[src/rtl/onehot_dwell_decoder.sv]
// onehot_dwell_decoder: queues (code, dwell) commands and drives 1<<code on out for max(dwell,1) cycles each.
// Latency: command pushed into an empty queue while idle appears on out one edge later; patterns chain back-to-back.
// Backpressure: in_ready = !full of the command FIFO; a pop never frees a slot for a same-edge push.
// Build option: define ONEHOT_DWELL_GAP_EN to insert one all-zero cycle between consecutive patterns.

// Generic circular-buffer FIFO with occupancy output; DEPTH must be a power of two.
module onehot_dwell_fifo #(
    parameter  int W     = 8,
    parameter  int DEPTH = 4,
    localparam int AW    = $clog2(DEPTH)
) (
    input  logic          clk,
    input  logic          rst_n,
    input  logic          push_vld,
    output logic          push_rdy,
    input  logic [W-1:0]  push_dat,
    input  logic          pop_rdy,
    output logic          pop_vld,
    output logic [W-1:0]  pop_dat,
    output logic [AW:0]   level
);

    logic [W-1:0]  mem_q [DEPTH];
    logic [AW-1:0] wr_ptr_q;
    logic [AW-1:0] rd_ptr_q;
    logic [AW:0]   cnt_q;
    logic          push;
    logic          pop;

    // Full/empty come straight from the occupancy counter so readiness never depends on a pop.
    always_comb begin
        push_rdy = (cnt_q != (AW+1)'(DEPTH));
        pop_vld  = (cnt_q != '0);
        push     = push_vld && push_rdy;
        pop      = pop_rdy && pop_vld;
        pop_dat  = mem_q[rd_ptr_q];
        level    = cnt_q;
    end

    // Storage array: written on push only, no reset needed since reads are gated by occupancy.
    always_ff @(posedge clk) begin
        if (push) begin
            mem_q[wr_ptr_q] <= push_dat;
        end
    end

    // Pointers wrap naturally at DEPTH; occupancy holds on simultaneous push and pop.
    always_ff @(posedge clk or negedge rst_n) begin
        if (!rst_n) begin
            wr_ptr_q <= '0;
            rd_ptr_q <= '0;
            cnt_q    <= '0;
        end else begin
            if (push) begin
                wr_ptr_q <= wr_ptr_q + AW'(1);
            end
            if (pop) begin
                rd_ptr_q <= rd_ptr_q + AW'(1);
            end
            case ({push, pop})
                2'b10:   cnt_q <= cnt_q + (AW+1)'(1);
                2'b01:   cnt_q <= cnt_q - (AW+1)'(1);
                default: cnt_q <= cnt_q;
            endcase
        end
    end

endmodule

module onehot_dwell_decoder #(
    parameter  int CODE_W  = 3,
    parameter  int DEPTH   = 4,
    parameter  int DWELL_W = 8,
    localparam int N       = 2**CODE_W,
    localparam int LVL_W   = $clog2(DEPTH) + 1
) (
    input  logic               clk,
    input  logic               rst_n,
    input  logic               in_valid,
    output logic               in_ready,
    input  logic [CODE_W-1:0]  in_code,
    input  logic [DWELL_W-1:0] in_dwell,
    output logic [N-1:0]       out,
    output logic               out_active,
    output logic               out_done,
    output logic [LVL_W-1:0]   level
);

    typedef struct packed {
        logic [CODE_W-1:0]  code;
        logic [DWELL_W-1:0] dwell;
    } cmd_t;

    typedef enum logic [1:0] {
        IDLE  = 2'd0,
        DRIVE = 2'd1
`ifdef ONEHOT_DWELL_GAP_EN
        ,
        GAP   = 2'd2
`endif
    } state_t;

    state_t             state_q;
    logic [N-1:0]       out_q;
    logic               out_active_q;
    logic               out_done_q;
    logic [DWELL_W-1:0] cnt_q;

    cmd_t               push_cmd;
    cmd_t               head_cmd;
    logic               head_vld;
    logic               take;
    logic [N-1:0]       out_d;
    logic [DWELL_W-1:0] cnt_d;
    logic               done_d;

    assign push_cmd = '{code: in_code, dwell: in_dwell};

    onehot_dwell_fifo #(
        .W     ($bits(cmd_t)),
        .DEPTH (DEPTH)
    ) u_cmd_fifo (
        .clk      (clk),
        .rst_n    (rst_n),
        .push_vld (in_valid),
        .push_rdy (in_ready),
        .push_dat (push_cmd),
        .pop_rdy  (take),
        .pop_vld  (head_vld),
        .pop_dat  (head_cmd),
        .level    (level)
    );

    // Decide whether the head command is consumed on this edge and precompute its load values.
    always_comb begin
`ifdef ONEHOT_DWELL_GAP_EN
        // A finishing pattern always passes through GAP, so only IDLE/GAP may pop.
        take = head_vld && ((state_q == IDLE) || (state_q == GAP));
`else
        take = head_vld && ((state_q == IDLE) || ((state_q == DRIVE) && (cnt_q == '0)));
`endif
        out_d                = '0;
        out_d[head_cmd.code] = 1'b1;
        // Dwell 0 behaves as 1; the counter holds remaining cycles after the first.
        cnt_d  = (head_cmd.dwell == '0) ? '0 : head_cmd.dwell - DWELL_W'(1);
        done_d = (head_cmd.dwell <= DWELL_W'(1));
    end

    // Sequencer: loads a new pattern, counts its dwell down, and flags the last cycle.
    always_ff @(posedge clk or negedge rst_n) begin
        if (!rst_n) begin
            state_q      <= IDLE;
            out_q        <= '0;
            out_active_q <= 1'b0;
            out_done_q   <= 1'b0;
            cnt_q        <= '0;
        end else begin
            out_done_q <= 1'b0;
            if (take) begin
                state_q      <= DRIVE;
                out_q        <= out_d;
                out_active_q <= 1'b1;
                cnt_q        <= cnt_d;
                out_done_q   <= done_d;
            end else begin
                case (state_q)
                    DRIVE: begin
                        if (cnt_q != '0) begin
                            // Mid-dwell: pattern held, done raised for the final cycle.
                            cnt_q      <= cnt_q - DWELL_W'(1);
                            out_done_q <= (cnt_q == DWELL_W'(1));
                        end else begin
                            out_q        <= '0;
                            out_active_q <= 1'b0;
`ifdef ONEHOT_DWELL_GAP_EN
                            state_q      <= GAP;
`else
                            state_q      <= IDLE;
`endif
                        end
                    end
                    default: begin
                        out_q        <= '0;
                        out_active_q <= 1'b0;
                        state_q      <= IDLE;
                    end
                endcase
            end
        end
    end

    assign out        = out_q;
    assign out_active = out_active_q;
    assign out_done   = out_done_q;

endmodule

[config.mk]
export PLATFORM = sky130hd
export DESIGN_NAME = onehot_dwell_decoder
export DESIGN_NICKNAME = d
export VERILOG_FILES = /design/src/rtl/onehot_dwell_decoder.sv
export SDC_FILE = /design/constraint.sdc
export NUM_CORES = 1
export LEC_CHECK = 0
export BUFFER_PORTS_ARGS = -buffer_cell sky130_fd_sc_hd__buf_2
export CAP_MARGIN = 0
export CORE_AREA = 2 2 86 88
export DETAILED_ROUTE_END_ITERATION = 6
export DIE_AREA = 0 0 88 90
export SLEW_MARGIN = 10
export SYNTH_ARGS = -nofsm -noshare
export SYNTH_HDL_FRONTEND = slang
export SYNTH_SLANG_ARGS = --single-unit
[constraint.sdc]
create_clock -name clk -period 5.15 [get_ports clk]
set_input_delay 1.2875 -clock clk [delete_from_list [all_inputs] [get_ports clk]]
set_output_delay 1.2875 -clock clk [all_outputs]
set_load 0.05 [all_outputs]
* Word level (Yosys, flattened, before mapping)
Memories as Yosys holds them, arrays and structs flattened.
Cells that the tools add are included.
Widths: inputs -> output; s select.
** Storage, ports and cells
- Input port bits :: 14
- RAM bits :: 44
- Logic and storage cells :: 60
- Memories :: 1
- Bits in registers :: 27
** Operators by class
- $add $sub $neg :: 6
- Magnitude comparators :: 3
- Muxes and demuxes :: 21
- Equality and inequality tests :: 6
- Reductions and logical operators :: 15
** Memory list
- u_cmd_fifo.mem_q :: depth 4, bits a word 11, rd ports 1, clocked after memory_dff 0, write ports 1, RTL line 23 : logic [W-1:0] mem_q [DEPTH];
** Operators by type and width (number)
- $mux 8 :: 7
- $logic_not 8->1 :: 2
- $sub 8x1->8 const B :: 2
- $mux 1 :: 9
- $eq 8x1->1 const B :: 1
- $le 8x1->1 const B :: 1
- $reduce_bool 8->1 :: 1
- $mux 2 :: 3
- $pmux 3 s2 :: 1
- $reduce_bool 2->1 :: 3
- $logic_and 1x1->1 :: 5
- $add 2x1->2 const B :: 2
- $eq 2x1->1 const B :: 2
- $lt 3x4->1 const B :: 1
- $add 3x1->3 const B :: 1
- $demux 1 s3 :: 1
- $ge 3x1->1 const B :: 1
- $ne 3x2->1 const B :: 1
- $ne 3x3->1 const B :: 1
- $reduce_bool 3->1 :: 1
- $sub 3x1->3 const B :: 1
- $eq 2x2->1 const B :: 1
- $logic_not 2->1 :: 1
- $reduce_and 2->1 :: 1
- $logic_or 1x1->1 :: 1

* Depth between registers and ports, before layout
- Word-level depth :: 7
- Gate-level depth with buffers :: 10
- Gate-level depth less buffers :: 10

* Hierarchy
A second synthesis with hierarchy kept.
** Unflattened totals
- Cells, all modules :: 217
- Area total of the unflattened synthesis :: 3199.3 sq um
** Modules (own cells, without submodules)
- onehot_dwell_fifo :: times used 1, seq. area each 1496.4 sq um, cells an instance 94, area an instance 2021.9 sq um
- onehot_dwell_decoder :: times used 1, seq. area each 450.4 sq um, cells an instance 123, area an instance 1177.4 sq um

* Worst setup path before layout
OpenSTA, ideal clock, no wires.
- Path type :: reg2reg
- Start point :: reg u_cmd_fifo.cnt_q[1] (netlist: u_cmd_fifo.level[1])
- End point :: reg u_cmd_fifo.cnt_q[2] (netlist: u_cmd_fifo.level[2])
- Arrival :: 2426 ps
- Library setup time :: 146 ps
- Required time :: 5004 ps
- Slack :: 2578 ps
- Stages on the path, launching flop included :: 10
- Path buffers :: 0
- Path through :: dfrtp_1 -> nor2_1 -> nand2_1 -> and2_1 -> inv_1 -> ha_1 -> fa_1 -> xnor2_1 -> nor2_1 -> xor2_1
** RTL lines
- from (decl) :: RTL line 26 : logic [AW:0] cnt_q;
- from (signal assigned) :: RTL line 61 : 2'b10: cnt_q <= cnt_q + (AW+1)'(1);
- from (signal assigned) :: RTL line 62 : 2'b01: cnt_q <= cnt_q - (AW+1)'(1);
- from (signal assigned) :: RTL line 63 : default: cnt_q <= cnt_q;
- $ne 3x3->1 (*) :: RTL line 32 : push_rdy = (cnt_q != (AW+1)'(DEPTH));
- net in_ready :: RTL line 80 : output logic in_ready,
- $logic_and 1x1->1 (*) :: RTL line 34 : push = push_vld && push_rdy;
- $eq 2x1->1 / $eq 2x2->1 (equally long branches) :: RTL line 60 : case ({push, pop})
- $pmux 3 s2 / $reduce_bool 2->1 (equally long branches)
Mark *: on every way through the listed nets, which the timed path passes. The rest lies on a longest branch.
A chain may end at the register's enable or synchronous reset.

* Worst setup path in the final report
- Start point :: reg cnt_q[0]
- End point :: reg u_cmd_fifo.cnt_q[1] (netlist: u_cmd_fifo.level[1])
** On the way
- Word-level cells in the longest chain between the ends :: 7
** Ends and longest elaborated chain
- from (decl) :: RTL line 107 : logic [DWELL_W-1:0] cnt_q;
- from (signal assigned) :: RTL line 163 : cnt_q <= cnt_d;
- from (signal assigned) :: RTL line 170 : cnt_q <= cnt_q - DWELL_W'(1);
- $logic_not 8->1 (*) :: RTL line 140 : take = head_vld && ((state_q == IDLE) || ((state_q == DRIVE) && (cnt_q == '0)));
- $logic_and 1x1->1 (*) :: RTL line 140
- $logic_or 1x1->1 (*) :: RTL line 140
- $logic_and 1x1->1 (*) :: RTL line 140
- net take :: RTL line 112 : logic take;
- $logic_and 1x1->1 (*) :: RTL line 35 : pop = pop_rdy && pop_vld;
- $eq 2x1->1 / $eq 2x2->1 (equally long branches) :: RTL line 60
- $pmux 3 s2 / $reduce_bool 2->1 (equally long branches)
Marked as above.

==> key figures <==
Outcome
  • Status: completed

Clock network
  • Clock H-tree levels: 3
  • CTS Hold Bufs: 0
  • Clk_lat worst skew: between 0.3 and 0.4 ns
  • Total CTS buffers: 9
  • Clock Pin Slew Worst Setup and Hold Paths: 0.08 ns
  • Post-CTS Repair Setup Buffers: 0
  • Post-cts resize count: 0
  • Bufs on Longest Clock Path: 2
  • CTS tree: built
  • CTS sink cnt: between 60 and 70
  • Root Buffer: clkbuf_8

Pwr
  • Pwr Density: 614.9 nW/um^2
  • Leakage: approximately 0.0014 uW
  • VDD IR max: 206.6 uV

Setup path
  • Terminus of the critical flop-to-flop path: u_cmd_fifo.level[1]$_DFFE_PN0P_
  • Type of the worst setup path: flip-flop to flip-flop
  • Max incr delay on CP: 0.44 ns
  • Reg2Reg Launch Point: cnt_q[0]$_DFFE_PN0P_
  • CP max FO: 15
  • Critical path arrival: approximately 3 ns
  • Worst-path cell chain: inv_1 -> ha_1 -> nor3b_1 -> a21boi_1 -> buf_4 -> nor2_1 -> ha_1 -> fa_1 -> mux2_2
  • Buf+Inv Stages, Crit Path: 2
  • R2r setup slk: 2.35 ns
  • Startpoint types: flip-flop
  • Critical Path Slowest Stage Cell: nor2_1
  • CP dominant cell by count: ha_1
  • Worst EP required: 5.38 ns
  • Worst Reg-to-Reg Cells: 9
  • Crit end category: flip-flop
  • Top Family by Delay on Critical Path: adder cells

Cells and area
  • Non-Filler Instances: 340
  • Share of layout cells above drive strength 1: 21.58%
  • Synth-to-layout area growth: 15.52%
  • Nets: 261
  • Ant diodes: 0
  • Finished layout cell area: ~3500 um^2

Global route
  • Initial antenna violation count: 0
  • Overall Global Routing Usage: between 15 and 20%
  • Largest net degree at the start of global routing: 26
  • Gr ovfl total: 0
  • Vias in the first global route: 1724
  • First-pass GRT wire length: between 8 and 9 mm

Die
  • Die Width: 88 um
  • Rows: 31
  • Core Box Area: 7020 um^2
  • DIE HEIGHT: about 90 um
  • Num ports: 28
  • Initial Util: 43.63%
  • Die Area: 7920 um^2

Placed design
  • IO buf count: 27
  • Placed Cells: 324
  • Post-DP HPWL: 3.483 mm
  • Placer Congestion: 0.7436
  • Placed cell areas: 3309 um^2

STA
  • Hold Vio Cnt, Final: 0
  • FMAX: 356.7 MHz
  • Setup violation total in the final timing report: 0
  • Slew Viols, Final: 0
  • RSZ-0062 raised after global routing: false
  • Slew @ Worst Pin: 0.6671 ns
  • Tmin final: 2.804 ns
  • Fin Clk Skew: 0.005850 ns
  • Setup TNS: 0 ns
  • Max_slew headroom: roughly 56%
  • Final worst-path cycle share: 54.44%

Flow run
  • Max cap viols: 0

Yosys
  • Post-synthesis cell count: 200
  • Synth warn: 0
  • Post-synth ARST share: 36.23%
  • Yosys top cell area share: 43.14%
  • Post-Syn Area: between 3000 and 4000 um^2
  • Synth area leader: edfxtp_1
  • Syn nets: approximately 230
  • Synth area leaders: edfxtp_1 (43%), dfrtp_1 (20%), mux4_1 (8.6%), ha_1 (4.1%), xnor2_1 (2.6%)
  • Flop and latch count out of synthesis: 69
  • Post-synth EDFFs: 44
  • Primary FF master, synth: edfxtp_1
  • Dominant cell by count in the synthesized netlist: edfxtp_1
  • Mean Syn Cell Area: ~15 um^2
  • Yosys cell types: 38
  • Register area share after synthesis: around 64%
  • Synth cell count leaders: edfxtp_1 (44), dfrtp_1 (25), nand2_1 (16)

Drt
  • DR pass1 iterations: 4
  • Routed len/inst: between 15 and 20 um
  • Final WL: 5.237 mm
  • Drc violations: 0
  • DRT antenna net count: 0
  • Via Count: between 1500 and 2000
  • Vias per cell: just over 5
  • Initial DRC count: 58

Worst hold path
  • Hold Path Cell Cnt: 2
  • Worst Hold Class: flip-flop to flip-flop
  • Hold_sp: out[1]$_DFFE_PN0P_
  • Worst Hold End: out[1]$_DFFE_PN0P_
[cell families (layout without fill, tap and decap cells)]
kind of cell	after synthesis	in the layout	synth area share, %
DFF	69	69	63.56
xor gates and xnor gates	13	13	3.717
and+or+nand+nor	52	52	9.395
adders and majority gates	11	11	4.739
muxes	12	12	9.681
AOI/OAI and AO/OA	30	30	7.026
buffers and inverters	13	54	1.879
[power by group]
| part | switching [uW] | leakage [uW] | total (uW) | internal (uW) |
|---|---|---|---|---|
| Clock | 223 | 0.000112 | 503 | 280 |
| Combinational | 485 | 0.000550 | 782 | 298 |
| Sequential | 134 | 0.000715 | 890 | 756 |
| Total | 842 | 0.00138 | 2180 | 1330 |
[stage by stage]
step	setup WS (ns)	utilization [%]	power (uW)	hold slack, ns
2_1_floorplan	2.578	-	1505	0.5202
3_3_place_gp	2.318	47.14	1687	0.4623
3_5_place_dp	2.306	47.14	1692	0.4653
4_1_cts	2.297	50.40	2198	0.4844
5_1_grt	2.154	50.40	2328	0.5059
6_report	2.346	50.40	2176	0.4753
[final cells by class]
| cell class | instances | area [um^2] |
|---|---|---|
| well taps | 99 | 123.9 |
| clock inverters | 7 | 105.1 |
| repair buffers | 28 | 142.6 |
| inverters | 10 | 37.54 |
| fillers | 601 | 3482 |
| clock buffers | 9 | 123.9 |
| flip-flops and latches | 69 | 1947 |
| multi-input cells | 118 | 1059 |
[state kept, by name (all words and copies together), names as in the netlist]
signal and flops:
u_cmd_fifo.mem_q 44, cnt_q 8, out 8, u_cmd_fifo.level 3
u_cmd_fifo.rd_ptr_q 2, u_cmd_fifo.wr_ptr_q 2, out_active 1, out_done 1
[worst register-to-register path: cells and delay by family (launching register included)]
kind	cells	cell delay [ns]
and+or+nand+nor	2	0.71
muxes	1	0.26
adders and majority gates	3	0.90
AOI/OAI and AO/OA	1	0.10
DFF	1	0.43
buffers and inverters	2	0.28
[placed cells by master, fill, tap and decap left out, types with 5 or more instances in the layout]
cell type	count
edfxtp_1	44
buf_2	27
dfrtp_1	25
nand2_1	16
mux4_1	10
inv_1	10
nor2_1	10
ha_1	10
xnor2_1	9
clkbuf_8	9
o21ai_0	8
nor3_1	5
o221ai_1	5
[worst max-delay path by stage]
stage                                            to  depth (start not counted)                             from  slack (ns)
floorplan           u_cmd_fifo.level[2]$_DFFE_PN0P_                          9  u_cmd_fifo.level[1]$_DFFE_PN0P_        2.58
global placement    u_cmd_fifo.level[1]$_DFFE_PN0P_                          9             cnt_q[0]$_DFFE_PN0P_        2.32
detailed placement  u_cmd_fifo.level[1]$_DFFE_PN0P_                          9             cnt_q[0]$_DFFE_PN0P_        2.31
CTS                 u_cmd_fifo.level[1]$_DFFE_PN0P_                          9             cnt_q[0]$_DFFE_PN0P_        2.30
global route        u_cmd_fifo.level[1]$_DFFE_PN0P_                          9             cnt_q[1]$_DFFE_PN0P_        2.15
finish              u_cmd_fifo.level[1]$_DFFE_PN0P_                          9             cnt_q[0]$_DFFE_PN0P_        2.35
[per-layer routing]
metal | part of all wire, % | GRT usage, %
met5 | 0 | 0
met4 | 2.4 | 7.692
met3 | 3.3 | 3.857
met2 | 47 | 22.29
met1 | 47 | 21.18
(Power assumes the default switching activity.)
